`src/rtl/memory_turn_ctrl.sv`:
```
// Memory-game turn controller: takes two card picks, reads both faces, scores the pair.
// Outputs registered; pair result lands 3 cycles after the 2nd pick; pick_ready low except between turns/picks.
module memory_turn_ctrl #(
  parameter int N_CARDS    = 16,
  parameter int HOLD_TICKS = 60
) (
  input  logic        pclk,
  input  logic        rst,
  input  logic        frame_tick,
  input  logic        new_game,
  input  logic        pick_valid,
  input  logic [3:0]  pick_idx,
  output logic        pick_ready,
  output logic [3:0]  card_addr,
  input  logic [2:0]  card_val,
  output logic [15:0] face_up,
  output logic [15:0] matched,
  output logic [3:0]  pairs,
  output logic [7:0]  misses,
  output logic        game_over
);

  typedef enum logic [2:0] {IDLE, RD1, WAIT2, RD2, CMP, HOLD, DONE} state_t;

  localparam logic [4:0] CARD_LIM  = 5'(N_CARDS);
  localparam logic [3:0] PAIR_LIM  = 4'(N_CARDS / 2);
  localparam logic [7:0] HOLD_INIT = 8'(HOLD_TICKS);

  state_t     state;
  state_t     state_nxt;
  logic [3:0] idx1;
  logic [3:0] idx2;
  logic [2:0] val1;
  logic [2:0] val2;
  logic [7:0] hold_cnt;
  logic       pick_ok;
  logic       vals_eq;
  logic       last_pair;
  logic       hold_done;

  // new_game suppresses a same-cycle pick so the fresh board starts clean
  assign pick_ok   = pick_valid && pick_ready && ({1'b0, pick_idx} < CARD_LIM) &&
                     !face_up[pick_idx] && !matched[pick_idx] && !new_game;
  assign vals_eq   = (val1 == val2);
  assign last_pair = ((pairs + 4'd1) == PAIR_LIM);
  assign hold_done = frame_tick && (hold_cnt <= 8'd1);

  always_ff @(posedge pclk) begin
    if (rst) state <= IDLE;
    else     state <= state_nxt;
  end

  always_comb begin
    state_nxt = state;
    case (state)
      IDLE:    if (pick_ok) state_nxt = RD1;
      RD1:     state_nxt = WAIT2;
      WAIT2:   if (pick_ok) state_nxt = RD2;
      RD2:     state_nxt = CMP;
      CMP:     state_nxt = vals_eq ? (last_pair ? DONE : IDLE) : HOLD;
      HOLD:    if (hold_done) state_nxt = IDLE;
      DONE:    state_nxt = DONE;
      default: state_nxt = IDLE;
    endcase
    if (new_game) state_nxt = IDLE;
  end

  always_comb begin
    pick_ready = (state == IDLE) || (state == WAIT2);
  end

  always_ff @(posedge pclk) begin
    if (rst) begin
      face_up   <= '0;
      matched   <= '0;
      pairs     <= '0;
      misses    <= '0;
      card_addr <= '0;
      game_over <= 1'b0;
      hold_cnt  <= '0;
      idx1      <= '0;
      idx2      <= '0;
      val1      <= '0;
      val2      <= '0;
    end else if (new_game) begin
      face_up   <= '0;
      matched   <= '0;
      pairs     <= '0;
      misses    <= '0;
      card_addr <= '0;
      game_over <= 1'b0;
      hold_cnt  <= '0;
    end else begin
      game_over <= (state_nxt == DONE);
      case (state)
        IDLE, WAIT2: begin
          if (pick_ok) begin
            card_addr          <= pick_idx;
            face_up[pick_idx]  <= 1'b1;
            if (state == IDLE) idx1 <= pick_idx;
            else               idx2 <= pick_idx;
          end
        end
        RD1: val1 <= card_val;
        RD2: val2 <= card_val;
        CMP: begin
          if (vals_eq) begin
            face_up[idx1] <= 1'b0;
            face_up[idx2] <= 1'b0;
            matched[idx1] <= 1'b1;
            matched[idx2] <= 1'b1;
            pairs         <= pairs + 4'd1;
          end else begin
            if (misses != 8'hFF) misses <= misses + 8'd1;
            hold_cnt <= HOLD_INIT;
          end
        end
        HOLD: begin
          if (frame_tick) begin
            hold_cnt <= hold_cnt - 8'd1;
            if (hold_done) begin
              face_up[idx1] <= 1'b0;
              face_up[idx2] <= 1'b0;
            end
          end
        end
        default: ;
      endcase
    end
  end

endmodule

```
`config.mk`:
```
export PLATFORM = sky130hd
export DESIGN_NAME = memory_turn_ctrl
export DESIGN_NICKNAME = d
export VERILOG_FILES = /design/src/rtl/memory_turn_ctrl.sv
export SDC_FILE = /design/constraint.sdc
export NUM_CORES = 1
export LEC_CHECK = 0
export ABC_CLOCK_PERIOD_IN_PS = 2100
export BUFFER_PORTS_ARGS = -buffer_cell sky130_fd_sc_hd__buf_4
export CAP_MARGIN = 20
export CORE_MARGIN = 3
export CORE_UTILIZATION = 56
export CTS_CLUSTER_DIAMETER = 80
export DETAILED_ROUTE_END_ITERATION = 10
export GPL_TIMING_DRIVEN = 0
export MAX_ROUTING_LAYER = met4
export PLACE_DENSITY = 0.8
export SYNTH_ARGS = -nofsm -noshare
export SYNTH_HDL_FRONTEND = slang
export SYNTH_SLANG_ARGS = --single-unit
```
`constraint.sdc`:
```
create_clock -name pclk -period 2.1 [get_ports pclk]
set_input_delay 0.42 -clock pclk [delete_from_list [all_inputs] [get_ports pclk]]
set_output_delay 0.42 -clock pclk [all_outputs]
set_load 0.02 [all_outputs]
```
# ---- Word level (Yosys, flattened, before mapping)
# Index checks and enable logic that the tools add are counted.
dict set report op_classes {
  addsub 3
  order_cmp 7
  n_eq_ne 15
  n_mux 25
  bitwise 10
  n_reduce_logical 26
}
# operator count
set ops {}
lappend ops {{$mux 16} 4}
lappend ops {{$or 16x16->16} 3}
lappend ops {{$pmux 16 s3} 1}
lappend ops {{$and 16x16->16} 2}
lappend ops {{$not 16->16} 2}
lappend ops {{$pmux 3 s7} 1}
lappend ops {{$mux 3} 6}
lappend ops {{$mux 8} 2}
lappend ops {{$pmux 8 s2} 1}
lappend ops {{$lt 4x5->1 const B} 3}
lappend ops {{$demux 1 s4} 3}
lappend ops {{$eq 3x3->1 const B} 4}
lappend ops {{$ge 4x1->1 const B} 3}
lappend ops {{$ne 2x2->1 const B} 5}
lappend ops {{$add 8x1->8 const B} 1}
lappend ops {{$bmux 1 s4} 2}
lappend ops {{$le 8x1->1 const B} 1}
lappend ops {{$logic_and 1x1->1} 8}
lappend ops {{$ne 8x8->1 const B} 1}
lappend ops {{$reduce_and 2->1} 4}
lappend ops {{$reduce_and 4->1} 2}
lappend ops {{$sub 8x1->8 const B} 1}
lappend ops {{$eq 3x2->1 const B} 2}
lappend ops {{$reduce_and 3->1} 2}
lappend ops {{13 further kinds} 22}
dict set report word_totals {
  register_bits 74
  input_bits 12
  out_inout_bits 50
}

# ---- Logic depth before layout (Yosys ltp)
# Gate-level depths: netlist of the first run.
dict set report depth {
  ltp_word 10
  mapped_depth 8
  ltp_nobuf 7
}

# ---- Worst setup path before layout of the first run
# No wires, ideal clock.
dict set report synth_path {
  path_type {input -> register}
  startpoint {input port pick_idx[0]}
  endpoint {register idx1[0]}
  arrival_time_ps 1621
  required_ps 2028
  path_slack_ps 407
  stages 6
  n_path_buf 1
  path_cell_list {and2b_1 -> a221oi_2 -> a211oi_4 -> and4_1 -> buf_2 -> mux2i_1}
}
dict set report synth_between {
  elab_chain_len 7
}
# element line
set synth_lines {}
lappend synth_lines {{start, declared} 12} ;# input logic [3:0] pick_idx,
lappend synth_lines {{$bmux 1 s4} 43} ;# !face_up[pick_idx] && !matched[pick_idx] && !new_game;
lappend synth_lines {{$mux 1 (implied by the code)} 43}
lappend synth_lines {{$logic_not 1->1} 43}
lappend synth_lines {{$logic_and 1x1->1} 42} ;# assign pick_ok = pick_valid && pick_ready && ({1'b0, pick_idx} < CARD_LIM) &&
lappend synth_lines {{$logic_and 1x1->1 (2 in a row)} 43}
lappend synth_lines {{$reduce_and 4->1 (no source line)} n/a}
lappend synth_lines {{end signal, assigned} 100} ;# if (state == IDLE) idx1 <= pick_idx;
lappend synth_lines {{end, declared} 31} ;# logic [3:0] idx1;
# Several ways; a longest one is shown, not always the timed one. The select of a mux whose other input is x is not followed.
# A chain may end at the register's enable or synchronous reset.

# ---- Final worst setup path of the first run
dict set report layout_path {
  startpoint {register state[2]}
  endpoint {register matched[8]}
}
dict set report layout_between {
  elab_chain_len 2
}
# element line
set layout_lines {}
lappend layout_lines {{start, declared} 29} ;# state_t state;
lappend layout_lines {{start signal, assigned} 50} ;# else state <= state_nxt;
lappend layout_lines {{$eq 3x3->1} 95} ;# case (state)
lappend layout_lines {{$reduce_and 2->1 (no source line)} n/a}
lappend layout_lines {{end signal, assigned} 87} ;# matched <= '0;
lappend layout_lines {{end signal, assigned by index} 110} ;# matched[idx1] <= 1'b1;
lappend layout_lines {{end signal, assigned by index} 111} ;# matched[idx2] <= 1'b1;
lappend layout_lines {{end, declared} 17} ;# output logic [15:0] matched,
# Every way passes these cells.

==> impl_metrics.prom, run 1 <==
# TYPE chip_impl_metric gauge
chip_impl_metric{name="report.final.hold_viol_count",unit=""} 0
chip_impl_info{name="synthMostInstantiatedCell",value="dfxtp_1"} 1
chip_impl_metric{name="routedWlPerCell",unit="µm"} 17.8
chip_impl_metric{name="timing.final.setup_violations",unit=""} 0
chip_impl_info{name="critPathTopFamily",value="simple AND/OR/NAND/NOR gates"} 1
chip_impl_metric{name="fmaxAchievable",unit="GHz"} 0.489
chip_impl_metric{name="netlist_area",unit="µm²"} 3590
chip_impl_metric{name="drc",unit=""} 0
chip_impl_metric{name="crit_fanout",unit=""} 10
chip_impl_metric{name="hpwlAfterDp",unit="mm"} 7.23
chip_impl_metric{name="final.setup_skew",unit="ns"} 0.00707
chip_impl_info{name="rr_endpoint",value="matched[8]$_SDFFE_PP0P_"} 1
chip_impl_metric{name="antenna_found_initial",unit=""} 0
chip_impl_metric{name="finalPower",unit="mW"} 2.84
chip_impl_metric{name="synth_nets",unit=""} 425
chip_impl_info{name="timing.critical_path.from_type",value="flop"} 1
chip_impl_metric{name="r2r_slack",unit="ns"} 0.06
chip_impl_info{name="critical_path.slowest_cell",value="nor4_2"} 1
chip_impl_metric{name="nets",unit=""} 497
chip_impl_metric{name="drt.antenna.violating_nets",unit=""} 0
chip_impl_info{name="synth_top_cells_by_count",value="dfxtp_1 (74), nor2_1 (55), nand2_1 (29)"} 1
chip_impl_info{name="worst_path_most_repeated_cell",value="buf_4"} 1
chip_impl_info{name="post_synth_main_area_contributors",value="dfxtp_1 (41%), nor2_1 (5.8%), mux2i_1 (5.3%), nand2b_1 (4.0%), o22ai_1 (3.5%)"} 1
chip_impl_metric{name="critical-path-max-stage-delay",unit="ns"} 0.41
chip_impl_info{name="worst_setup_path_endpoint",value="matched[8]$_SDFFE_PP0P_"} 1
chip_impl_metric{name="post-cts-setup-buffer-count",unit=""} 0
chip_impl_metric{name="drtPass1Iterations",unit=""} 6
chip_impl_metric{name="max-vdd-ir-drop",unit="mV"} 0.473
chip_impl_metric{name="worstPathArrival",unit="ns"} 2.33
chip_impl_info{name="worstHoldPathType",value="primary input to flop"} 1
chip_impl_metric{name="synth_sequential_area_ratio",unit=""} 0.413
chip_impl_metric{name="yosys_top_cell_area_share",unit=""} 0.413
chip_impl_metric{name="maximum_number_of_pins_on_one_net_before_global_route_repair",unit=""} 13
chip_impl_metric{name="synth-edff-count",unit=""} 0
chip_impl_metric{name="yosysUniqueCellTypes",unit=""} 54
chip_impl_metric{name="final_core_util",unit=""} 0.719
chip_impl_metric{name="final_max_slew_viol_count",unit=""} 0
chip_impl_metric{name="vias_in_the_first_global_route",unit=""} 3207
chip_impl_metric{name="clkTransAtPathRegs",unit="ns"} 0.08
chip_impl_info{name="tritoncts",value="built"} 1
chip_impl_metric{name="worstSetupPathDepth",unit=""} 7
chip_impl_metric{name="grt_overflow_total",unit=""} 0
chip_impl_metric{name="async_flop_share",unit=""} 0
chip_impl_metric{name="floorplan.die.height",unit="µm"} 86.1
chip_impl_info{name="critical_path.endpoint_type",value="flop"} 1
chip_impl_metric{name="dieWidth",unit="µm"} 86.1
chip_impl_info{name="critical_path_class",value="flop to flop"} 1
chip_impl_metric{name="placed_insts",unit=""} 545
chip_impl_metric{name="max-slew-margin-rel",unit=""} 0.471
chip_impl_metric{name="io_count",unit=""} 62
chip_impl_metric{name="diodes",unit=""} 0
chip_impl_metric{name="post_route_cells_drive_above_1_share",unit=""} 0.220
chip_impl_metric{name="skew_pair_late_insertion_delay",unit="ns"} 0.35
chip_impl_metric{name="drt_wl_total",unit="mm"} 9.97
chip_impl_metric{name="cts_sinks",unit=""} 74
chip_impl_metric{name="timing.final.crit_share",unit=""} 0.973
chip_impl_metric{name="synth_seq_cells",unit=""} 74
chip_impl_metric{name="yosys_warnings",unit=""} 0
chip_impl_metric{name="post_layout_nonfiller_instances",unit=""} 561
chip_impl_metric{name="io_buffer_count",unit=""} 61
chip_impl_info{name="critPathLaunch",value="state[2]$_SDFF_PP0_"} 1
chip_impl_metric{name="worst-endpoint-required",unit="ns"} 2.38
chip_impl_metric{name="dieArea",unit="µm²"} 7400
chip_impl_metric{name="routabilityCongestion",unit=""} 0.966
chip_impl_info{name="synth_area_leader_cell",value="dfxtp_1"} 1
chip_impl_metric{name="r2r.worst_path.cells",unit=""} 7
chip_impl_metric{name="grt_use_total",unit=""} 0.284
chip_impl_metric{name="placedInstanceArea",unit="µm²"} 4140
chip_impl_metric{name="vias_per_cell",unit=""} 6.07
chip_impl_metric{name="cts_buffer_depth",unit=""} 2
chip_impl_metric{name="timing.final.crit_period",unit="ns"} 2.04
chip_impl_metric{name="initial_core_util",unit=""} 0.592
chip_impl_metric{name="leakage_component_of_the_power",unit="nW"} 1.62
chip_impl_info{name="synth_flop_cell",value="dfxtp_1"} 1
chip_impl_metric{name="h_tree_lvl_count",unit=""} 3
chip_impl_metric{name="numCtsBuffers",unit=""} 9
chip_impl_metric{name="area.growth.synth_to_final",unit="%"} 21.4
chip_impl_metric{name="placeableCoreArea",unit="µm²"} 6060
chip_impl_metric{name="post-route-cell-area",unit="µm²"} 4360
chip_impl_metric{name="holdBufCountCts",unit=""} 0
chip_impl_metric{name="fp_rows",unit=""} 28
chip_impl_metric{name="post_synth_inst_count",unit=""} 409
chip_impl_info{name="root_buffer",value="clkbuf_8"} 1
chip_impl_metric{name="cellPowerDensity",unit="nW/µm²"} 652
chip_impl_metric{name="cp_num_buf_inv",unit=""} 3
chip_impl_metric{name="worstMarginPinSlew",unit="ns"} 0.786
chip_impl_metric{name="postCtsResizedCells",unit=""} 0
chip_impl_info{name="reg2reg_from",value="state[2]$_SDFF_PP0_"} 1
chip_impl_metric{name="dr_total_vias",unit=""} 3405
chip_impl_metric{name="first_pass_grt_wire_length",unit="mm"} 15.9
chip_impl_info{name="cp_cell_sequence",value="buf_4 -> or3b_1 -> nor4_2 -> buf_4 -> buf_4 -> a21oi_1 -> nor2_1"} 1
chip_impl_info{name="outcome",value="complete, no violations"} 1
chip_impl_metric{name="syn_area_per_cell",unit="µm²"} 8.77
chip_impl_metric{name="max_cap_violations",unit=""} 0
chip_impl_metric{name="drc_violation_total_after_the_first_tritonroute_iteration",unit=""} 325
## state kept, by name (all words and copies together) (netlist names)
name       count
idx1           4
val2           3
misses         8
game_over      1
pairs          4
matched       16
face_up       16
hold_cnt       8
card_addr      4
state          3
idx2           4
val1           3
## layer usage
| metal | vias to the layer above | track usage | share of wire |
|---|---|---|---|
| met5 | - | - | 0 |
| met3 | 26 | 0.0451 | 0.079 |
| met1 | 1596 | 0.339 | 0.42 |
| met4 | 0 | 0.138 | 0.029 |
| li1 | 1619 | - | - |
| met2 | 164 | 0.464 | 0.47 |
## power by group
| group | switching, mW | total, mW | internal [mW] |
|---|---|---|---|
| sequential | 0.00875 | 1.42 | 1.41 |
| clock | 0.543 | 1.21 | 0.668 |
| combinational | 0.135 | 0.210 | 0.0752 |
| total | 0.687 | 2.84 | 2.15 |
## through the flow
step / setup TNS, ns / hold slack (ns) / setup slack (ns)
4_1_cts: 0 / 0.306 / 0.0592
3_3_place_gp: -0.0777 / 0.446 / -0.0400
2_1_floorplan: 0 / 0.469 / 0.407
3_5_place_dp: -0.188 / 0.461 / -0.0476
6_report: 0 / 0.308 / 0.0557
5_1_grt: -0.348 / 0.315 / -0.0632
## worst min path at each step
stage | from | to | slack, ns | depth (start not counted)
final | card_val[1] | val2[1]$_SDFFE_PP0P_ | 0.31 | 3
after global routing | card_val[1] | val2[1]$_SDFFE_PP0P_ | 0.31 | 3
after CTS | card_val[1] | val2[1]$_SDFFE_PP0P_ | 0.31 | 3
after detailed placement | card_addr[2]$_SDFFE_PP0P_ | card_addr[2]$_SDFFE_PP0P_ | 0.46 | 2
after global placement | card_addr[0]$_SDFFE_PP0P_ | card_addr[0]$_SDFFE_PP0P_ | 0.45 | 2
after floorplan | hold_cnt[0]$_SDFFE_PP0P_ | hold_cnt[0]$_SDFFE_PP0P_ | 0.47 | 2
## worst register-to-register path, stage by stage, from the launching register on
cell,delay (ns)
dfxtp_1,0.34
buf_4,0.17
or3b_1,0.37
nor4_2,0.41
buf_4,0.30
buf_4,0.21
a21oi_1,0.08
nor2_1,0.09
## logic make-up after synthesis
logic type	after synthesis	synth area share
flops	74	0.413
mux	19	0.0530
buf+inv	31	0.0446
compound gates	92	0.179
simple gates	168	0.246
fa+ha+maj	4	0.0139
xor+xnor	21	0.0513
## layout by cell type (no fill, tap or decap), types with 6 or more instances in the layout
master    instances
clkbuf_1         11
dfxtp_1          74
a211oi_1         11
nand2_1          29
xor2_1            7
clkbuf_8          9
nand3_1           8
xnor2_1          14
mux2i_1          19
o22ai_1          20
inv_1             7
buf_4            68
nand2b_1         23
nor2_1           55
o21ai_0           6
a21oi_1          24
nor4_1            7
a41oi_1           8
nor3_1           10
## final cells by class
type	count	area, µm²
timing repair buffer	61	458
tap	75	93.8
sequential	74	1480
multi-input combinational	304	1950
clock buffer	11	131
buffer	22	126
inverter	9	33.8
fill	475	1700
clock inverter	5	78.8
(Power assumes the default switching activity.)
==> run 2, diff against run 1 <==
--- a/config.mk
+++ b/config.mk
@@ -9,12 +9,11 @@
 export BUFFER_PORTS_ARGS = -buffer_cell sky130_fd_sc_hd__buf_4
 export CAP_MARGIN = 20
 export CORE_MARGIN = 3
-export CORE_UTILIZATION = 56
+export CORE_UTILIZATION = 43
 export CTS_CLUSTER_DIAMETER = 80
 export DETAILED_ROUTE_END_ITERATION = 10
 export GPL_TIMING_DRIVEN = 0
 export MAX_ROUTING_LAYER = met4
-export PLACE_DENSITY = 0.8
 export SYNTH_ARGS = -nofsm -noshare
 export SYNTH_HDL_FRONTEND = slang
 export SYNTH_SLANG_ARGS = --single-unit
==> run 2 against run 1 <==
Against the previous run: hold slack better by 0.0054 ns; sequential share of layout area fell by 0.097 points; wire length is 8.2% higher; count of clock-buffer cells in the layout rose by 1; utilization fell by 17 points; sequential cell count did not move; final area increased by 0.29%; register-to-register slack better by 0.13 ns; combinational power grew 5%; clock skew grew 0.0055 ns; largest cell class unchanged.
==> impl_metrics.prom, run 2 (synthesis results as in run 1) <==
# TYPE chip_impl_metric gauge
chip_impl_metric{name="worst-endpoint-required",unit="ns"} 2.33
chip_impl_metric{name="nets",unit=""} 497
chip_impl_metric{name="placed_insts",unit=""} 572
chip_impl_info{name="outcome",value="complete, no violations"} 1
chip_impl_info{name="worstHoldPathType",value="primary input to flop"} 1
chip_impl_info{name="critical_path_class",value="flop to flop"} 1
chip_impl_metric{name="antenna_found_initial",unit=""} 0
chip_impl_metric{name="crit_fanout",unit=""} 10
chip_impl_info{name="final_cell_mix",value="dfxtp_1 (74), buf_4 (68), nor2_1 (55), nand2_1 (29), a21oi_1 (24)"} 1
chip_impl_metric{name="power_frac_seq",unit=""} 0.530
chip_impl_metric{name="area.growth.synth_to_final",unit="%"} 21.8
chip_impl_metric{name="max_cap_violations",unit=""} 0
chip_impl_metric{name="post_layout_nonfiller_instances",unit=""} 588
chip_impl_metric{name="pwr-share-clk",unit=""} 0.387
chip_impl_metric{name="final.setup_skew",unit="ns"} 0.0125
chip_impl_metric{name="dr_total_vias",unit=""} 3279
chip_impl_metric{name="leakage_component_of_the_power",unit="nW"} 1.61
chip_impl_metric{name="drt_wl_total",unit="mm"} 10.8
chip_impl_metric{name="vias_per_cell",unit=""} 5.58
chip_impl_metric{name="hpwlAfterDp",unit="mm"} 7.96
chip_impl_metric{name="vias_in_the_first_global_route",unit=""} 3231
chip_impl_info{name="timing.critical_path.from_type",value="flop"} 1
chip_impl_metric{name="power_switching_share",unit=""} 0.261
chip_impl_metric{name="cellPowerDensity",unit="nW/µm²"} 612
chip_impl_metric{name="dieArea",unit="µm²"} 9480
chip_impl_metric{name="dieWidth",unit="µm"} 97.4
chip_impl_metric{name="placeableCoreArea",unit="µm²"} 7930
chip_impl_metric{name="final_core_util",unit=""} 0.551
chip_impl_metric{name="final_max_slew_viol_count",unit=""} 0
chip_impl_info{name="tritoncts",value="built"} 1
chip_impl_metric{name="h_tree_lvl_count",unit=""} 3
chip_impl_metric{name="fp_rows",unit=""} 32
chip_impl_metric{name="worstPathArrival",unit="ns"} 2.15
chip_impl_metric{name="routabilityCongestion",unit=""} 0.947
chip_impl_metric{name="p_int",unit="mW"} 1.98
chip_impl_metric{name="clkTransAtPathRegs",unit="ns"} 0.08
chip_impl_metric{name="post_route_cells_drive_above_1_share",unit=""} 0.222
chip_impl_metric{name="combPwrFrac",unit=""} 0.082
chip_impl_metric{name="drtPass1Iterations",unit=""} 4
chip_impl_metric{name="grt_overflow_total",unit=""} 0
chip_impl_info{name="top_regs",value="face_up x16, matched x16"} 1
chip_impl_metric{name="timing.final.crit_share",unit=""} 0.913
chip_impl_metric{name="numCtsBuffers",unit=""} 9
chip_impl_info{name="rsz0062_at_grt",value="false"} 1
chip_impl_metric{name="worstMarginPinSlew",unit="ns"} 0.925
chip_impl_metric{name="maximum_number_of_pins_on_one_net_before_global_route_repair",unit=""} 13
chip_impl_info{name="layout.cells.most_common",value="dfxtp_1"} 1
chip_impl_metric{name="cts_sinks",unit=""} 74
chip_impl_metric{name="timing.final.setup_violations",unit=""} 0
chip_impl_metric{name="p_sw",unit="mW"} 0.697
chip_impl_metric{name="drc_violation_total_after_the_first_tritonroute_iteration",unit=""} 121
chip_impl_metric{name="io_buffer_count",unit=""} 61
chip_impl_metric{name="grt_use_total",unit=""} 0.232
chip_impl_metric{name="skew_pair_late_insertion_delay",unit="ns"} 0.36
chip_impl_metric{name="max-slew-margin-rel",unit=""} 0.377
chip_impl_info{name="root_buffer",value="clkbuf_8"} 1
chip_impl_metric{name="initial_core_util",unit=""} 0.453
chip_impl_metric{name="io_count",unit=""} 62
chip_impl_metric{name="routedWlPerCell",unit="µm"} 18.3
chip_impl_metric{name="drt.antenna.violating_nets",unit=""} 0
chip_impl_metric{name="first_pass_grt_wire_length",unit="mm"} 16.9
chip_impl_metric{name="fmaxAchievable",unit="GHz"} 0.522
chip_impl_metric{name="report.final.hold_viol_count",unit=""} 0
chip_impl_metric{name="timing.final.crit_period",unit="ns"} 1.92
chip_impl_metric{name="cts_buffer_depth",unit=""} 2
chip_impl_metric{name="diodes",unit=""} 0
chip_impl_info{name="critical_path.endpoint_type",value="flop"} 1
chip_impl_metric{name="max-vdd-ir-drop",unit="mV"} 0.342
chip_impl_metric{name="floorplan.die.height",unit="µm"} 97.4
chip_impl_metric{name="drc",unit=""} 0
[run 2: power groups by stage]
stage	clock (mW)	sequential [mW]	combinational, mW
detailed placement	0	1.45	0.214
floorplan	0	1.45	0.129
global placement	0	1.45	0.214
finish	1.04	1.42	0.220
global route	1.11	1.42	0.235
CTS	1.06	1.42	0.215
[run 2: final timing paths]
path	start	end	slack, ns	cells after the start
setup / recovery	val2[2]$_SDFFE_PP0P_	misses[0]$_SDFFE_PP0P_	0.18	6
hold / removal	card_val[2]	val2[2]$_SDFFE_PP0P_	0.31	3
setup reg to reg	val2[2]$_SDFFE_PP0P_	misses[0]$_SDFFE_PP0P_	0.18	6
hold reg to reg	card_addr[1]$_SDFFE_PP0P_	card_addr[1]$_SDFFE_PP0P_	0.46	2
[run 2: per-layer routing]
metal / global-route usage / part of all wire
met5: - / 0
met4: 0.0788 / 0.025
met3: 0.0553 / 0.054
met2: 0.384 / 0.48
met1: 0.278 / 0.44
[run 2: critical path, cell delays in order, from the launching register on]
cell and delay (ns):
dfxtp_1 0.32, xor2_1 0.22, o311ai_2 0.60, buf_2 0.34, nor2_1 0.10, xnor2_1 0.17
nor2_1 0.05
[run 2: area by class of cell]
cell class / count / area, µm²
Sequential cell: 74 / 1480
Tap cell: 102 / 128
Inverter: 9 / 33.8
Fill cell: 795 / 3560
Clock inverter: 4 / 26.3
Clock buffer: 12 / 155
Multi-Input combinational cell: 304 / 1960
Buffer: 22 / 126
Timing Repair Buffer: 61 / 458
[run 2: what timing repair did]
action | CTS | global route
setup endpoints to repair | 0 | 10
hold endpoints to repair | 0 | 0
setup buffers | 0 | 0
gates resized for setup | 0 | 2
hold buffers | 0 | 0
[run 2: through the flow]
step	power (mW)	setup WS (ns)	TNS [ns]	hold WS [ns]	cell area, µm²
after floorplan	1.58	0.407	0	0.469	3590
after global placement	1.67	-0.118	-1.03	0.449	4170
after detailed placement	1.67	-0.122	-1.10	0.454	4170
after CTS	2.69	0.0293	0	0.310	4360
after global routing	2.77	0.0113	0	0.324	4370
final	2.68	0.184	0	0.314	4370
